### config.mk
export PLATFORM = sky130hd
export DESIGN_NAME = sensor_hub
export DESIGN_NICKNAME = d
export VERILOG_FILES = /design/src/rtl/sensor_hub.sv
export SDC_FILE = /design/constraint.sdc
export NUM_CORES = 1
export LEC_CHECK = 0
export BUFFER_PORTS_ARGS = -buffer_cell sky130_fd_sc_hd__buf_2
export CORE_MARGIN = 2
export CORE_UTILIZATION = 35
export CTS_CLUSTER_DIAMETER = 60
export DETAILED_ROUTE_END_ITERATION = 12
export GPL_ROUTABILITY_DRIVEN = 0
export PLACE_DENSITY = 0.57
export SYNTH_ARGS = -nofsm -noshare
export SYNTH_HDL_FRONTEND = slang
export SYNTH_SLANG_ARGS = --single-unit
### constraint.sdc
create_clock -name clk_50 -period 13.2 [get_ports clk_50]
set_input_delay 1.32 -clock clk_50 [delete_from_list [all_inputs] [get_ports clk_50]]
set_output_delay 1.32 -clock clk_50 [all_outputs]
set_load 0.005 [all_outputs]
### src/rtl/sensor_hub.sv
// sensor_hub: measure tick generator, per-channel moving-average filters,
// staleness tracking and a snapshot frame with a valid/ready handshake.
module sensor_hub #(
    parameter int NCH         = 4,
    parameter int W           = 8,
    parameter int DEPTH       = 8,
    parameter int CLK_HZ      = 50_000_000,
    parameter int TICK_HZ     = 8,
    parameter int STALE_TICKS = 3
) (
    input  logic               clk_50,
    input  logic               reset,
    input  logic [NCH*W-1:0]   raw_in,
    input  logic [NCH-1:0]     raw_valid,
    output logic               measure_pulse,
    output logic [NCH*W-1:0]   avg_out,
    output logic [NCH-1:0]     avg_valid,
    output logic [NCH-1:0]     stale,
    output logic               frame_valid,
    input  logic               frame_ready,
    output logic [NCH*W-1:0]   frame_data,
    output logic [NCH-1:0]     frame_stale,
    output logic [7:0]         overrun_cnt
);

    localparam int PERIOD = CLK_HZ / TICK_HZ;
    localparam int CW     = $clog2(PERIOD);
    localparam int LD     = $clog2(DEPTH);
    localparam int SW     = W + LD;
    localparam int FW     = $clog2(DEPTH + 1);

    localparam logic [CW-1:0] TICK_TOP  = CW'(PERIOD - 1);
    localparam logic [FW-1:0] FILL_FULL = FW'(DEPTH);
    localparam logic [7:0]    STALE_MAX = 8'(STALE_TICKS);

    typedef enum logic {
        IDLE,
        HOLD
    } state_t;

    // tick generator
    logic [CW-1:0] tick_cnt_q, tick_cnt_d;
    logic          pulse_q, pulse_d;

    // per-channel filter state
    logic [W-1:0]  win_q  [NCH][DEPTH];
    logic [W-1:0]  win_d  [NCH][DEPTH];
    logic [LD-1:0] wptr_q [NCH];
    logic [LD-1:0] wptr_d [NCH];
    logic [SW-1:0] sum_q  [NCH];
    logic [SW-1:0] sum_d  [NCH];
    logic [FW-1:0] fill_q [NCH];
    logic [FW-1:0] fill_d [NCH];
    logic [W-1:0]  avg_q  [NCH];
    logic [W-1:0]  avg_d  [NCH];
    logic [NCH-1:0] avv_q, avv_d;

    // per-channel staleness state
    logic [7:0]     stc_q [NCH];
    logic [7:0]     stc_d [NCH];
    logic [NCH-1:0] stale_q, stale_d;

    // frame state
    state_t           state_q, state_d;
    logic [NCH*W-1:0] fdata_q, fdata_d;
    logic [NCH-1:0]   fstale_q, fstale_d;
    logic [7:0]       ovr_q, ovr_d;
    logic [NCH*W-1:0] avg_flat;

    // Free-running tick counter; pulse is registered so it lines up with count==PERIOD-1
    always_comb begin
        tick_cnt_d = (tick_cnt_q == TICK_TOP) ? '0 : tick_cnt_q + 1'b1;
        pulse_d    = (tick_cnt_d == TICK_TOP);
    end

    // Tick counter and pulse registers
    always_ff @(posedge clk_50 or posedge reset) begin
        if (reset) begin
            tick_cnt_q <= '0;
            pulse_q    <= 1'b0;
        end else begin
            tick_cnt_q <= tick_cnt_d;
            pulse_q    <= pulse_d;
        end
    end

    // Circular-window running sum; the oldest entry leaves as the new one lands
    always_comb begin
        win_d  = win_q;
        wptr_d = wptr_q;
        sum_d  = sum_q;
        fill_d = fill_q;
        avg_d  = avg_q;
        avv_d  = avv_q;
        for (int i = 0; i < NCH; i++) begin
            if (raw_valid[i]) begin
                sum_d[i] = sum_q[i]
                         + SW'(raw_in[i*W +: W])
                         - SW'(win_q[i][wptr_q[i]]);
                win_d[i][wptr_q[i]] = raw_in[i*W +: W];
                wptr_d[i] = wptr_q[i] + 1'b1;
                if (fill_q[i] != FILL_FULL) begin
                    fill_d[i] = fill_q[i] + 1'b1;
                end
            end
            avg_d[i] = sum_d[i][SW-1:LD];
            avv_d[i] = (fill_d[i] == FILL_FULL);
        end
    end

    // Filter registers, window entries included so restart is from empty
    always_ff @(posedge clk_50 or posedge reset) begin
        if (reset) begin
            for (int i = 0; i < NCH; i++) begin
                for (int j = 0; j < DEPTH; j++) begin
                    win_q[i][j] <= '0;
                end
                wptr_q[i] <= '0;
                sum_q[i]  <= '0;
                fill_q[i] <= '0;
                avg_q[i]  <= '0;
            end
            avv_q <= '0;
        end else begin
            win_q  <= win_d;
            wptr_q <= wptr_d;
            sum_q  <= sum_d;
            fill_q <= fill_d;
            avg_q  <= avg_d;
            avv_q  <= avv_d;
        end
    end

    // Ticks since last sample, saturating; a sample beats a coincident tick
    always_comb begin
        stc_d   = stc_q;
        stale_d = stale_q;
        for (int i = 0; i < NCH; i++) begin
            if (raw_valid[i]) begin
                stc_d[i] = '0;
            end else if (pulse_q && stc_q[i] != STALE_MAX) begin
                stc_d[i] = stc_q[i] + 8'd1;
            end
            stale_d[i] = (stc_d[i] == STALE_MAX);
        end
    end

    // Staleness registers
    always_ff @(posedge clk_50 or posedge reset) begin
        if (reset) begin
            for (int i = 0; i < NCH; i++) begin
                stc_q[i] <= '0;
            end
            stale_q <= '0;
        end else begin
            stc_q   <= stc_d;
            stale_q <= stale_d;
        end
    end

    // Flatten channel averages onto the output bus
    always_comb begin
        avg_flat = '0;
        for (int i = 0; i < NCH; i++) begin
            avg_flat[i*W +: W] = avg_q[i];
        end
    end

    // Frame FSM: snapshot on each tick; a tick while unaccepted counts an overrun
    always_comb begin
        state_d  = state_q;
        fdata_d  = fdata_q;
        fstale_d = fstale_q;
        ovr_d    = ovr_q;
        unique case (state_q)
            IDLE: begin
                if (pulse_q) begin
                    fdata_d  = avg_flat;
                    fstale_d = stale_q;
                    state_d  = HOLD;
                end
            end
            HOLD: begin
                if (pulse_q) begin
                    fdata_d  = avg_flat;
                    fstale_d = stale_q;
                    if (!frame_ready && ovr_q != 8'hFF) begin
                        ovr_d = ovr_q + 8'd1;
                    end
                end else if (frame_ready) begin
                    state_d = IDLE;
                end
            end
            default: state_d = IDLE;
        endcase
    end

    // Frame registers
    always_ff @(posedge clk_50 or posedge reset) begin
        if (reset) begin
            state_q  <= IDLE;
            fdata_q  <= '0;
            fstale_q <= '0;
            ovr_q    <= '0;
        end else begin
            state_q  <= state_d;
            fdata_q  <= fdata_d;
            fstale_q <= fstale_d;
            ovr_q    <= ovr_d;
        end
    end

    assign measure_pulse = pulse_q;
    assign avg_out       = avg_flat;
    assign avg_valid     = avv_q;
    assign stale         = stale_q;
    assign frame_valid   = (state_q == HOLD);
    assign frame_data    = fdata_q;
    assign frame_stale   = fstale_q;
    assign overrun_cnt   = ovr_q;

endmodule

[Word level (Yosys, flattened, before mapping)]
Cells that the tools add are included.
W data, S select, Z words.
Operators by class
  add/subtract/negate cells: 22
  magnitude comparators: 8
  equality and inequality tests: 19
  multiplexer cells: 47
  bitwise operators: 5
  reduce and logical (&&, ||, !) cells: 11
Operators with widths (count)
  $bwmux W64: 4
  $mux W8: 20
  $bmux W8 S3: 4
  $demux W8 S3: 4
  $eq A23 B23 Y1 const B: 2
  $add A11 B8 Y11: 4
  $sub A11 B8 Y11: 4
  $add A8 B1 Y8 const B: 5
  $mux W4: 9
  $eq A8 B2 Y1 const B: 4
  $mux W32: 1
  $ne A8 B2 Y1 const B: 4
  $add A23 B1 Y23 const B: 1
  $mux W23: 1
  $add A4 B1 Y4 const B: 4
  $eq A4 B4 Y1 const B: 4
  $ge A4 B4 Y1 const B: 4
  $lt A4 B1 Y1 const B: 4
  $ne A4 B4 Y1 const B: 4
  $not A3 Y4: 4
  $add A3 B1 Y3 const B: 4
  $logic_and A1 B1 Y1: 9
  $ne A8 B8 Y1 const B: 1
  $mux W1: 3
  4 further kinds: 4
Word-level totals
  register bits: 437
  input bits: 39
  output and inout port bits: 86
  word-level logic and storage cells: 172

[Longest topological paths before layout]
  depth after elaboration: 6
  depth in mapped cells: 15
  mapped depth without buffers: 13

[Least setup slack after synthesis]
No wires, ideal clock.
  path kind: register -> register
  start point: register wptr_q[9] (netlist name)
  end point: register sum_q[43] (netlist name)
  library setup time: 0.079 ns
  arrival time: 4.176 ns
  required time: 13.121 ns
  setup slack: 8.945 ns
  stages on the path, launching flop included: 13
  buffers on the path: 1
  period minus slack after synthesis: 4.255 ns
  path through: dfrtp_1 -> buf_1 -> mux4_2 -> mux2_2 -> fa_1 -> inv_1 -> fa_1 -> a211o_1 -> a2111oi_0 -> nor3_1 -> o41ai_1 -> mux2i_1 -> xor2_1
Between the ends
  cells in the longest elaborated chain, start to end: 5
RTL lines
  from (decl): RTL line 48  | logic [LD-1:0] wptr_q [NCH];
  from (signal assigned): RTL line 126  | wptr_q <= wptr_d;
  $not A3 Y4 (not written as such): RTL line 99  | - SW'(win_q[i][wptr_q[i]]);
  $bmux W8 S3: RTL line 99
  $mux W8 (not written as such) (2 in series): RTL line 99
  $sub A11 B8 Y11: RTL line 99
  to (signal assigned): RTL line 127  | sum_q <= sum_d;
  to (decl): RTL line 50  | logic [SW-1:0] sum_q [NCH];
Every way passes these cells. The select of a mux whose other input is x is not followed.
A chain may end at the register's enable or synchronous reset.

[Final worst setup path]
Same ends and word-level chain as after synthesis.

==> results.ini <==
[route]
drtIter0Drc = 824
wl_per_cell_um = 16.6
drc_errors = 0
drt_first_pass_iters = 5
wl_mm = 48.3
vias = 14484
avgViaCountPerCell = 4.99
antenna_left = 0

[logic_synthesis]
synth_edf_count = 0
synth_cell_types = 71
netlist_instances = 1925
synth_ff_type = dfrtp_1
async_flop_share_pct = 100
synth-seq-area-share_pct = 49.2
netlist_area_um2 = 22200
synthesis.nets = 2058
ys_ff_latch = 437
yosysTopAreaCellShare_pct = 49.2
yosysTopAreaCell = dfrtp_1
synth_area_leaders = dfrtp_1, mux2_2, mux4_2
yosysWarnings = 0
avgSynthCellArea_um2 = 11.6

[job]
maxCapViolCount = 0

[timing]
final_hold_viol_count = 0
fin_setup_tns_ns = 0
setup_viol_count_final = 0
fmax_mhz = 227
finalClockSkew_ns = 0.0150
period_share_pct = 33.3
rsz0062_at_grt = no
maxSlewHeadroom_pct = 34.1
slew_viol_final = 0
worst_slew_pin_slew_ns = 0.984
fin_crit_ns = 4.40

[cts]
post_cts_resized = 0
cts_tree = yes
clockRootBuffer = clkbuf_16
cts_setup_buffers = 0
hold_buffers = 0
numCtsBuffers = 52
htree_levels = 2
cts_sinks = 437
clock_path_buffers = 3
worstSkewPairLatency_ns = 0.58
path_clk_slew_ns = 0.06

[setup_path]
cp_data_arrival_time_ns = 4.90
cp_top_family = multiplexers
crit_required_ns = 13.70
cp-start-kind = register
path_buf_inv = 2
cp_cell_sequence = buf_4 -> mux4_2 -> mux2_2 -> fa_1 -> inv_1 -> fa_1 -> a211o_1 -> a2111oi_0 -> nor3_1 -> o41ai_1 -> mux2i_1 -> xor2_1
crit_slowest_cell = mux4_2
slowest_delay_ns = 0.54
cpMostUsedCell = fa_1
critPathKind = register to register
cp_max_fo = 18
end_kind = register

[final_layout]
diodes = 0
fill_cells = 6037
design_area_um2 = 25300
instances_no_fill = 2904
layout-drive-gt1-share_pct = 26.4
mostFrequentLayoutCells = dfrtp_1, mux2_2, nand2_1, o21ai_0, inv_1
syn_to_final_growth_pct = 13.6
nets = 2153
layout_commonest_cell = dfrtp_1

[outcome]
status = finished clean

[floorplan]
die_y_um = 256
die-area_um2 = 65600
ios = 125
start_util_pct = 35.3
fp.coreArea_um2 = 63000
std_cell_rows = 92
die_w_um = 256

[global_route]
antenna_found_initial = 0
grt_pass1_vias = 15353
grtUsageTotal_pct = 15.0
grt_max_degree = 171
gr-total-overflow = 0
grt_pass1_wl_mm = 81.1

[place]
post_dp_cell_area_um2 = 23600
dp_cells = 2812
dpl.hpwl_mm = 32.3
portBuffers = 124

[hold_path]
hp-class = register to register

[power]
powerDensity_nw_per_um2 = 292
finalPower_mw = 7.37
p_leak_nw = 11.6
vdd.ir_drop.worst_mv = 0.171

-- worst register-to-register path: stages, from the launching register on --
cell       delay [ns]
dfrtp_1          0.48
buf_4            0.37
mux4_2           0.56
mux2_2           0.28
fa_1             0.47
inv_1            0.06
fa_1             0.48
a211o_1          0.31
a2111oi_0        0.40
nor3_1           0.14
o41ai_1          0.34
mux2i_1          0.27
xor2_1           0.16
-- cells in the mapped netlist, drive strengths merged (8+ instances only) --
cell and count:
mux2 218, mux4 64, ha 62, nor3b 9
nor3 32, or3 12, o21a 8, a211oi 10
a21o 8, o21ai 174, dfrtp 437, inv 155
a21oi 32, nand2b 12, fa 32, mux2i 11
clkbuf 39, o41ai 8, nand3 33, nand2 194
nand4b 14, buf 62, nand4 27, xor2 41
nor2 102, xnor2 44, and3 8
-- per-stage QoR --
stage	hold slack [ns]	utilization, %	worst slack, ns
floorplan	0.445	-	5.98
global placement	0.456	37.4	8.35
detailed placement	0.465	37.4	8.27
CTS	0.478	40.1	8.76
global route	0.495	40.1	8.44
finish	0.476	40.1	8.80
-- layout make-up --
class	instances	area (µm²)	area share, %
clock buffers	75	1500	5.94
clock inverters	17	203	0.803
inverters	155	586	2.32
multi-input cells	1232	10200	40.4
flip-flops and latches	437	10900	43.3
well taps	846	1060	4.19
repair buffers	142	768	3.04
-- flip-flops by register name, indices dropped and copies added, names as in the netlist --
register	cells
win_q	256
sum_q	44
frame_data	32
stc_q	32
tick_cnt_q	23
fill_q	16
wptr_q	12
overrun_cnt	8
avg_valid	4
frame_stale	4
stale	4
frame_valid	1
measure_pulse	1
-- logic make-up after synthesis --
| logic type | Yosys count | synth area share, % |
|---|---|---|
| compound gates | 282 | 7.44 |
| buf+inv | 256 | 4.95 |
| fa+ha+maj | 94 | 6.37 |
| flops | 437 | 49.2 |
| mux | 293 | 18.0 |
| xor+xnor | 85 | 3.35 |
| simple gates | 478 | 10.7 |
-- power by group --
group / leakage, nW / internal (mW) / total [mW] / switching [mW]
clock network: 0.839 / 0.863 / 1.43 / 0.568
logic: 5.26 / 1.84 / 3.75 / 1.91
registers: 5.50 / 1.85 / 2.19 / 0.340
-- path summary, 6_finish.rpt --
kind | depth (start not counted) | start | to | slack, ns
worst max register to register | 12 | wptr_q[9] | sum_q[43] | 8.80
min in group asynchronous | 3 | reset | frame_data[22] | 1.00
max in group asynchronous | 6 | reset | wptr_q[2] | 9.06
worst min register to register | 2 | win_q[162] | win_q[162] | 0.48
worst max-delay path | 12 | wptr_q[9] | sum_q[43] | 8.80
worst min-delay path | 2 | win_q[162] | win_q[162] | 0.48
-- per-layer routing --
metal  wire length, µm  up-vias  track usage [%]
met5                 0        -                0
met4               923        0             3.75
met3              1690       67             2.44
met2             23600      204             25.4
met1             22100     7331             20.0
li1                  -     6882                -
(Power assumes the default switching activity.)
